==> config.mk <==
export PLATFORM = sky130hd
export DESIGN_NAME = wshb_frame_reader
export DESIGN_NICKNAME = d
export VERILOG_FILES = /design/src/rtl/wshb_frame_reader.sv
export SDC_FILE = /design/constraint.sdc
export NUM_CORES = 1
export LEC_CHECK = 0
export ABC_CLOCK_PERIOD_IN_PS = 2300
export BUFFER_PORTS_ARGS = -buffer_cell sky130_fd_sc_hd__buf_2
export CAP_MARGIN = 20
export CORE_MARGIN = 1
export CORE_UTILIZATION = 40
export CTS_BUF_LIST = sky130_fd_sc_hd__clkbuf_4 sky130_fd_sc_hd__clkbuf_8
export CTS_CLUSTER_SIZE = 8
export DETAILED_ROUTE_END_ITERATION = 10
export PLACE_DENSITY = 0.74
export RECOVER_POWER = 25
export SLEW_MARGIN = 20
export SYNTH_ARGS = -nofsm -noshare
export SYNTH_HDL_FRONTEND = slang
export SYNTH_SLANG_ARGS = --single-unit
==> constraint.sdc <==
create_clock -name sys_clk -period 2.3 [get_ports sys_clk]
set_input_delay 0.23 -clock sys_clk [delete_from_list [all_inputs] [get_ports sys_clk]]
set_output_delay 0.23 -clock sys_clk [all_outputs]
set_load 0.05 [all_outputs]
==> src/rtl/wshb_frame_reader.sv <==
`default_nettype none
//==============================================================================
// Module      : wshb_frame_reader
// Description : Wishbone read master that sweeps a framebuffer in raster order
//               and pushes every pixel word into the write side of the pixel
//               FIFO feeding the display stage. A fixed-length transaction is
//               started whenever the FIFO reports enough room; transactions
//               never cross a frame end, and the sweep wraps forever. A
//               start-of-frame flag accompanies pixel 0.
// Revision    : 1.0 - initial release
//------------------------------------------------------------------------------
// Parameters
//   HDISP      active pixels per line
//   VDISP      active lines per frame
//   BASE_ADDR  byte address of pixel 0
//   BURST_LEN  beats per transaction (>= 1)
// Ports
//   sys_clk            system clock
//   sys_rst            asynchronous active-high reset
//   wshb_*_o / wshb_*_i  Wishbone master signals (32-bit data, read-only use)
//   fifo_walmost_full  FIFO has fewer than BURST_LEN+2 free slots
//   fifo_write         FIFO write strobe
//   fifo_wdata         pixel word written to the FIFO
//   fifo_wsof          word is pixel 0 of a frame (qualified by fifo_write)
// Build option
//   WSHB_BURST_EN      when defined, cti signals incrementing bursts
//                      (3'b010 ... 3'b111); otherwise classic cycles (3'b000)
//==============================================================================
module wshb_frame_reader #(
    parameter int          HDISP     = 800,
    parameter int          VDISP     = 480,
    parameter logic [31:0] BASE_ADDR = 32'h0,
    parameter int          BURST_LEN = 16
) (
    input  logic        sys_clk,
    input  logic        sys_rst,
    // Wishbone master
    output logic        wshb_cyc_o,
    output logic        wshb_stb_o,
    output logic        wshb_we_o,
    output logic [3:0]  wshb_sel_o,
    output logic [31:0] wshb_adr_o,
    output logic [31:0] wshb_dat_ms_o,
    output logic [2:0]  wshb_cti_o,
    output logic [1:0]  wshb_bte_o,
    input  logic [31:0] wshb_dat_sm_i,
    input  logic        wshb_ack_i,
    input  logic        wshb_err_i,
    input  logic        wshb_rty_i,
    // Pixel FIFO write side
    input  logic        fifo_walmost_full,
    output logic        fifo_write,
    output logic [31:0] fifo_wdata,
    output logic        fifo_wsof
);

    localparam int TOTAL = HDISP * VDISP;
    localparam int IW    = (TOTAL > 1) ? $clog2(TOTAL) : 1;
    localparam int LW    = $clog2(BURST_LEN + 1);

    localparam logic [2:0] CTI_CLASSIC = 3'b000;
    localparam logic [2:0] CTI_INCR    = 3'b010;
    localparam logic [2:0] CTI_END     = 3'b111;

    typedef enum logic [0:0] {
        S_IDLE = 1'b0,
        S_READ = 1'b1
    } state_t;

    state_t          state_q;
    logic [IW-1:0]   idx_q;
    logic [LW-1:0]   beat_q;
    logic [LW-1:0]   len_q;
    logic            cyc_q;
    logic [2:0]      cti_q;
    logic            fifo_write_q;
    logic [31:0]     fifo_wdata_q;
    logic            fifo_wsof_q;

    logic [IW-1:0]   idx_d;
    logic [LW-1:0]   len_d;
    int              remain_d;
    logic            last_beat_d;
    logic            accept_d;
    logic [2:0]      cti_start_d;
    logic [2:0]      cti_next_d;

    //--------------------------------------------------------------------------
    // Next-value helpers
    //--------------------------------------------------------------------------
    always_comb begin
        // Pixel index advances with wrap at the frame end.
        idx_d = (idx_q == IW'(TOTAL - 1)) ? '0 : idx_q + IW'(1);

        // Transaction length is clipped so a burst never spans two frames.
        remain_d = TOTAL - int'(idx_q);
        len_d    = (remain_d < BURST_LEN) ? LW'(remain_d) : LW'(BURST_LEN);

        last_beat_d = (beat_q == len_q - LW'(1));

        // err completes a beat just like ack; rty alone only repeats it.
        accept_d = wshb_ack_i | wshb_err_i;

`ifdef WSHB_BURST_EN
        cti_start_d = (len_d == LW'(1)) ? CTI_END : CTI_INCR;
        // cti for the beat following the current one (only used when the
        // current beat is not the last).
        cti_next_d  = (beat_q + LW'(1) == len_q - LW'(1)) ? CTI_END : CTI_INCR;
`else
        cti_start_d = CTI_CLASSIC;
        cti_next_d  = CTI_CLASSIC;
`endif
    end

    //--------------------------------------------------------------------------
    // Transaction FSM with registered bus and FIFO outputs
    //--------------------------------------------------------------------------
    always_ff @(posedge sys_clk or posedge sys_rst) begin
        if (sys_rst) begin
            state_q      <= S_IDLE;
            idx_q        <= '0;
            beat_q       <= '0;
            len_q        <= '0;
            cyc_q        <= 1'b0;
            cti_q        <= CTI_CLASSIC;
            fifo_write_q <= 1'b0;
            fifo_wdata_q <= '0;
            fifo_wsof_q  <= 1'b0;
        end else begin
            // Write strobe is a single-cycle pulse per accepted beat.
            fifo_write_q <= 1'b0;

            case (state_q)
                S_IDLE: begin
                    // The FIFO owner guarantees BURST_LEN+2 slots whenever the
                    // flag is low, so a whole transaction fits.
                    if (!fifo_walmost_full) begin
                        state_q <= S_READ;
                        cyc_q   <= 1'b1;
                        len_q   <= len_d;
                        beat_q  <= '0;
                        cti_q   <= cti_start_d;
                    end
                end

                S_READ: begin
                    // The almost-full flag is not looked at here: a started
                    // transaction always runs to completion.
                    if (accept_d) begin
                        fifo_write_q <= 1'b1;
                        // ack has priority over err; an err beat still
                        // occupies its raster position but carries zero.
                        fifo_wdata_q <= wshb_ack_i ? wshb_dat_sm_i : 32'h0;
                        fifo_wsof_q  <= (idx_q == '0);
                        idx_q        <= idx_d;
                        if (last_beat_d) begin
                            state_q <= S_IDLE;
                            cyc_q   <= 1'b0;
                            beat_q  <= '0;
                            cti_q   <= CTI_CLASSIC;
                        end else begin
                            beat_q  <= beat_q + LW'(1);
                            cti_q   <= cti_next_d;
                        end
                    end
                end

                default: begin
                    state_q <= S_IDLE;
                    cyc_q   <= 1'b0;
                    cti_q   <= CTI_CLASSIC;
                end
            endcase
        end
    end

    //--------------------------------------------------------------------------
    // Output mapping
    //--------------------------------------------------------------------------
    // Address comes straight from the index register, so it moves on the edge
    // of each accepted beat and stays put across retries.
    assign wshb_adr_o    = BASE_ADDR + 32'({idx_q, 2'b00});
    assign wshb_cyc_o    = cyc_q;
    assign wshb_stb_o    = cyc_q;
    assign wshb_cti_o    = cti_q;
    assign wshb_we_o     = 1'b0;
    assign wshb_sel_o    = 4'hF;
    assign wshb_dat_ms_o = 32'h0;
    assign wshb_bte_o    = 2'b00;

    assign fifo_write    = fifo_write_q;
    assign fifo_wdata    = fifo_wdata_q;
    assign fifo_wsof     = fifo_wsof_q;

endmodule
`default_nettype wire

# After elaboration in Yosys (flattened, before gate mapping)
# Cells that the tools add are included.
[word_totals]
regBits = 68
input_bits = 38
[classes]
n_addsub = 4
n_eq_ne = 5
n_lt_le_gt_ge = 1
reduce_logical = 5
n_bitwise = 3
mux = 20
[op_table]
columns = ["operator", "n"]
rows = [
  ["32-bit two-way mux", 1],
  ["20-bit by 6-bit less-than comparator with 1-bit output, second input constant", 1],
  ["5-bit two-way mux", 4],
  ["19-bit by 19-bit subtractor with 20-bit output, first input constant", 1],
  ["19-bit by 1-bit adder with 19-bit output, second input constant", 1],
  ["19-bit equality test, second input constant", 1],
  ["19-bit logical NOT", 1],
  ["19-bit two-way mux", 1],
  ["5-bit one-hot mux with 2 select lines", 1],
  ["1-bit two-way mux", 8],
  ["3-bit two-way mux", 2],
  ["3-bit one-hot mux with 2 select lines", 1],
  ["2-bit AND reduction", 3],
  ["5-bit by 1-bit adder with 5-bit output, second input constant", 1],
  ["5-bit equality test", 1],
  ["5-bit by 1-bit subtractor with 5-bit output, second input constant", 1],
  ["2-bit by 1-bit != test with 1-bit output, second input constant", 2],
  ["1-bit one-hot mux with 2 select lines", 2],
  ["3-bit AND reduction", 1],
  ["2-bit != test, second input constant", 1],
  ["1-bit NOT", 2],
  ["1-bit OR", 1],
]

# Logic depth before layout (Yosys ltp)
[logic_depth]
ltp_word = 5
mapped_depth = 8
mapped_depth_nobuf = 8

# Worst setup path after synthesis
# Ideal clock, no wire load.
[synth_timing]
path_type = "register to register"
start = "register idx_q[0]"
end = "register len_q[4]"
period_less_slack_ns = 2.335
setup_time_ns = 0.122
required_ns = 2.178
slack_ns = -0.035
path_stages_with_launch = 9
arrival_ns = 2.213
cell_sequence = "dfrtp_1 -> inv_1 -> ha_1 -> nor3b_2 -> xnor2_1 -> nand4_1 -> nor4_2 -> a31oi_2 -> nand2b_1"
[synth_via]
elab_chain_len = 3
[synth_rtl]
columns = ["item", "line", "rtl"]
rows = [
  ["from (decl)", "71", "logic [IW-1:0] idx_q;"],
  ["from (signal assigned)", "155", "idx_q <= idx_d;"],
  ["19-bit by 19-bit subtractor with 20-bit output (*)", "96", "remain_d = TOTAL - int'(idx_q);"],
  ["20-bit by 6-bit less-than comparator with 1-bit output", "97", "len_d = (remain_d < BURST_LEN) ? LW'(remain_d) : LW'(BURST_LEN);"],
  ["5-bit two-way mux (*)", "97", ""],
  ["to (signal assigned)", "140", "len_q <= len_d;"],
  ["to (decl)", "73", "logic [LW-1:0] len_q;"],
]
# Mark *: on every way between the ends. The rest lies on a longest branch, timed or not.
# A chain may end at the register's enable or synchronous reset.

# Worst setup path in the final report
[layout_timing]
start = "register len_q[0]"
end = "register beat_q[2]"
[layout_via]
elab_chain_len = 5
[layout_rtl]
columns = ["item", "line", "rtl"]
rows = [
  ["5-bit by 1-bit subtractor with 5-bit output", "99", "last_beat_d = (beat_q == len_q - LW'(1));"],
  ["5-bit equality test", "99", ""],
  ["5-bit two-way mux", "156", "if (last_beat_d) begin"],
  ["5-bit two-way mux", "149", "if (accept_d) begin"],
  ["5-bit one-hot mux with 2 select lines", "133", "case (state_q)"],
  ["to (signal assigned)", "162", "beat_q <= beat_q + LW'(1);"],
  ["to (decl)", "72", "logic [LW-1:0] beat_q;"],
]
# No other way between the ends. The select of a mux whose other input is x is not followed.

==> summary.md <==
| Metric | Value |
|---|---|
| Hold crit path type | input pin to register |
| # placed instances | around 570 |
| Number of max-cap violations | 0 |
| Top cell type's share of synthesized area | 44.0% |
| Synth Register Bits | 65 |
| Synthesis-to-finish area growth | 18.6% |
| Initial core utilization | 41.8% |
| Maximum fanout along the worst path | 7 |
| Design area | between 4000 and 5000 µm² |
| Top cells by area, synth | dfrtp_1 44%, buf_4 12%, a22o_1 7.6% |
| Worst Hold Slack | roughly 0.096 ns |
| Area occupied by multi-input gates | about 1700 µm² |
| Register Area | around 1600 µm² |
| Count leader, synth | dfrtp_1 |
| Synth Area in Compound Gates | between 10% and 20% |
| Post-Synthesis Cells | between 300 and 400 |
| Slew @ Worst Pin | approximately 1.2 ns |
| Required @ worst endpoint | between 2 and 3 ns |
| Leak | roughly 0.0022 µW |
| Final nets | between 500 and 600 |
| Synth Area in Adders | approximately 1.4% |
| DRC Markers | 5 |
| Mapped cell area | between 3000 and 4000 µm² |
| Initial antenna violation count | 0 |
| CP Class | register to register |
| Grt total ovfl | 0 |
| Maximum vdd ir drop | a little under 0.9 mV |
| Fill cells | 820 |
| Worst setup SP type | register |
| Final WL | roughly 8.6 mm |
| Die Ht | between 90 and 100 µm |
| Worst setup EP type | register |
| Bufs on Longest Clock Path | 2 |
| Final core utilization | roughly 50% |
| Achievable frequency | ~460 MHz |
| Clk slew on worst S/H paths | about 0.08 ns |
| Gate power share | between 40% and 50% |
| P_int | around 2900 µW |
| Number of synthesized flops with an enable pin | 0 |
| Post-synth top area cell | dfrtp_1 |
| Final setup fails | 0 |
| Clock sinks | 65 |
| Clock Skew | between 0.008 and 0.009 ns |
| Num ports | around 150 |
| Vias in the first global route | 2844 |
| Clock group share of total power | a little under 20% |
| Final min period | 2.20 ns |
| Cell Area, Placed | approximately 4100 µm² |
| Total number of vias | around 3000 |
| Sw Share | 48.4% |
| Period Utilization, post-route | between 90% and 100% |
| Hpwl dp | between 6 and 7 mm |
| Routability cong. | around 0.93 |
| Diodes inserted | 0 |
| Largest family of logic cells by synthesized area | compound AO/OA/AOI/OAI gates |
| Main synth FF type | dfrtp_1 |
| Final ANT Viol Nets | 0 |
| CTS root buf | clkbuf_8 |
| Num rows | 34 |
| Post-Synth Simple-Gate Area | between 10% and 20% |
| Layout cells sized above 1 | between 20 and 30% |
| Drt first pass iters | 10 |
| Rel. slew slack | between 20% and 30% |
| Total power | between 5000 and 6000 µW |
| Post-synthesis mux area share | less than 1% |
| Tot GR Track Use | between 15 and 20% |
| Xor/xnor cell area share of the yosys netlist | between 4 and 5% |
| Max-slew violation count | 0 |
| Avg WL per Cell | approximately 15 µm |
| CTS Buf Count | 9 |
| Final Hold Vio Count | 0 |
| Port bufs | 91 |
| RSZ-0062 raised after global routing | yes |
| Failing checks | design-rule violations |
| Drt first-iter violations | between 150 and 200 |
| Outcome | finished, violations left |
| First-pass GRT wire length | roughly 14 mm |
| Share of flip-flops with an asynchronous set or reset | between 90% and 100% |
| H-tree level count | 3 |
| Maximum number of pins on one net before global-route repair | 37 |
| Via density | roughly 5.1 |
| Core area | approximately 8800 µm² |
| Post-synthesis sequential area ratio | approximately 44% |
| Syn Area/Cell | a little under 10 µm² |
| Die width | a little under 100 µm |
| Total number of yosys warnings | 0 |
| Synth unique cells | 53 |
| Worst skew pair latency | ~0.34 ns |
| Pwr dens | roughly 1300 nW/µm² |
| Sw power | around 2700 µW |
| Die Footprint | 9630 µm² |
| CTS tree | done |
| Seq pwr share | roughly 32% |
| Arr. time, crit path | 2.43 ns |
| Finished Layout Cells | a little under 600 |
| Commonest cells in the netlist | 65 x dfrtp_1, 57 x buf_4, 32 x a22o_1 |
==> metrics by stage <==
| stage | setup TNS, ns | setup WS, ns |
|---|---|---|
| 2_1_floorplan | 0 | 0.0284 |
| 3_3_place_gp | 0 | 0.166 |
| 3_5_place_dp | 0 | 0.00296 |
| 4_1_cts | 0 | 0.00292 |
| 5_1_grt | -0.0458 | -0.0186 |
| 6_report | 0 | 0.102 |
==> flip-flops by register name (all words and copies together) (netlist names) <==
name and cells:
beat_q 5, fifo_wdata 32, fifo_write 1, fifo_wsof 1, idx_q 19, len_q 5
state_q 1, wshb_cyc_o 1
==> power by group through the flow <==
stage | sequential, µW | clock [µW] | combinational (µW)
4_1_cts | 1790 | 1110 | 2670
5_1_grt | 1860 | 1170 | 2830
3_3_place_gp | 1780 | 0 | 2570
3_5_place_dp | 1800 | 0 | 2650
2_1_floorplan | 2560 | 0 | 1320
6_report | 1800 | 1090 | 2670
==> what timing repair did <==
| action | in CTS | in global routing |
|---|---|---|
| endpoints found under the setup margin | 0 | 7 |
| hold endpoints to repair | 29 | 0 |
| buffers inserted | 0 | 1 |
| resized for setup | 0 | 3 |
| hold buffers | 1 | 0 |
==> worst max-delay path, cell delays in order, from the launching register on <==
cell     delay, ns
dfrtp_1       0.42
inv_1         0.07
ha_1          0.20
and2_1        0.18
o21ai_0       0.21
a31oi_2       0.15
o41ai_4       0.40
buf_4         0.21
nor4b_1       0.06
a21o_1        0.18
==> worst paths after layout <==
check                                  start              to  slack [ns]  cells past startpoint
max                                 len_q[0]       beat_q[2]        0.10                      9
max reg2reg                         len_q[0]       beat_q[2]        0.10                      9
max in group asynchronous            sys_rst        idx_q[0]        0.77                      3
min                        wshb_dat_sm_i[20]  fifo_wdata[20]         0.1                      2
min reg2reg                        fifo_wsof       fifo_wsof        0.50                      2
min in group asynchronous            sys_rst   fifo_wdata[9]        0.75                      3
==> kinds of logic after synthesis <==
logic type | Yosys count
AO/OA/AOI/OAI | 89
XOR/XNOR | 21
adder cells (fa/ha/maj) | 4
buffers and inverters | 93
flip-flops | 65
multiplexers | 3
other | 2
AND/OR/NAND/NOR | 101
==> layout make-up <==
| type | instances | area share, % |
|---|---|---|
| clock buffer | 10 | 3.00 |
| clock inverter | 6 | 2.06 |
| inverter | 12 | 1.03 |
| sequential | 65 | 37.2 |
| timing repair buffer | 116 | 14.6 |
| multi-input combinational | 273 | 39.1 |
| tap | 108 | 3.08 |
==> placed cells by master, fill, tap and decap left out, types with 2 or more instances in the layout <==
master,instances
a211o_1,3
nand3_1,12
o31ai_1,3
o21ai_0,15
a21o_1,5
or3_1,2
inv_1,11
nor2_1,24
nand2b_1,3
inv_6,2
xor2_1,8
buf_4,23
a31oi_1,4
ha_1,4
conb_1,55
bufinv_16,2
nor2b_1,3
buf_2,76
nand4_1,5
a21oi_1,12
xnor2_1,13
dfrtp_1,64
clkbuf_8,9
a22o_1,32
nor3_1,8
nor4_2,2
nor4_1,2
and3_1,3
a211oi_1,3
nand2_1,23
a31oi_2,2
mux2i_1,3
and4_2,2
clkbuf_1,15
==> layer usage <==
metal | up-vias | track usage, % | wire length [µm]
li1 | 1418 | - | -
met1 | 1475 | 22.7 | 3670
met2 | 114 | 30.4 | 4350
met3 | 15 | 3.44 | 367
met4 | 0 | 9.79 | 183
met5 | - | 0 | 0
Note: power is estimated with default switching activity, not from simulation.
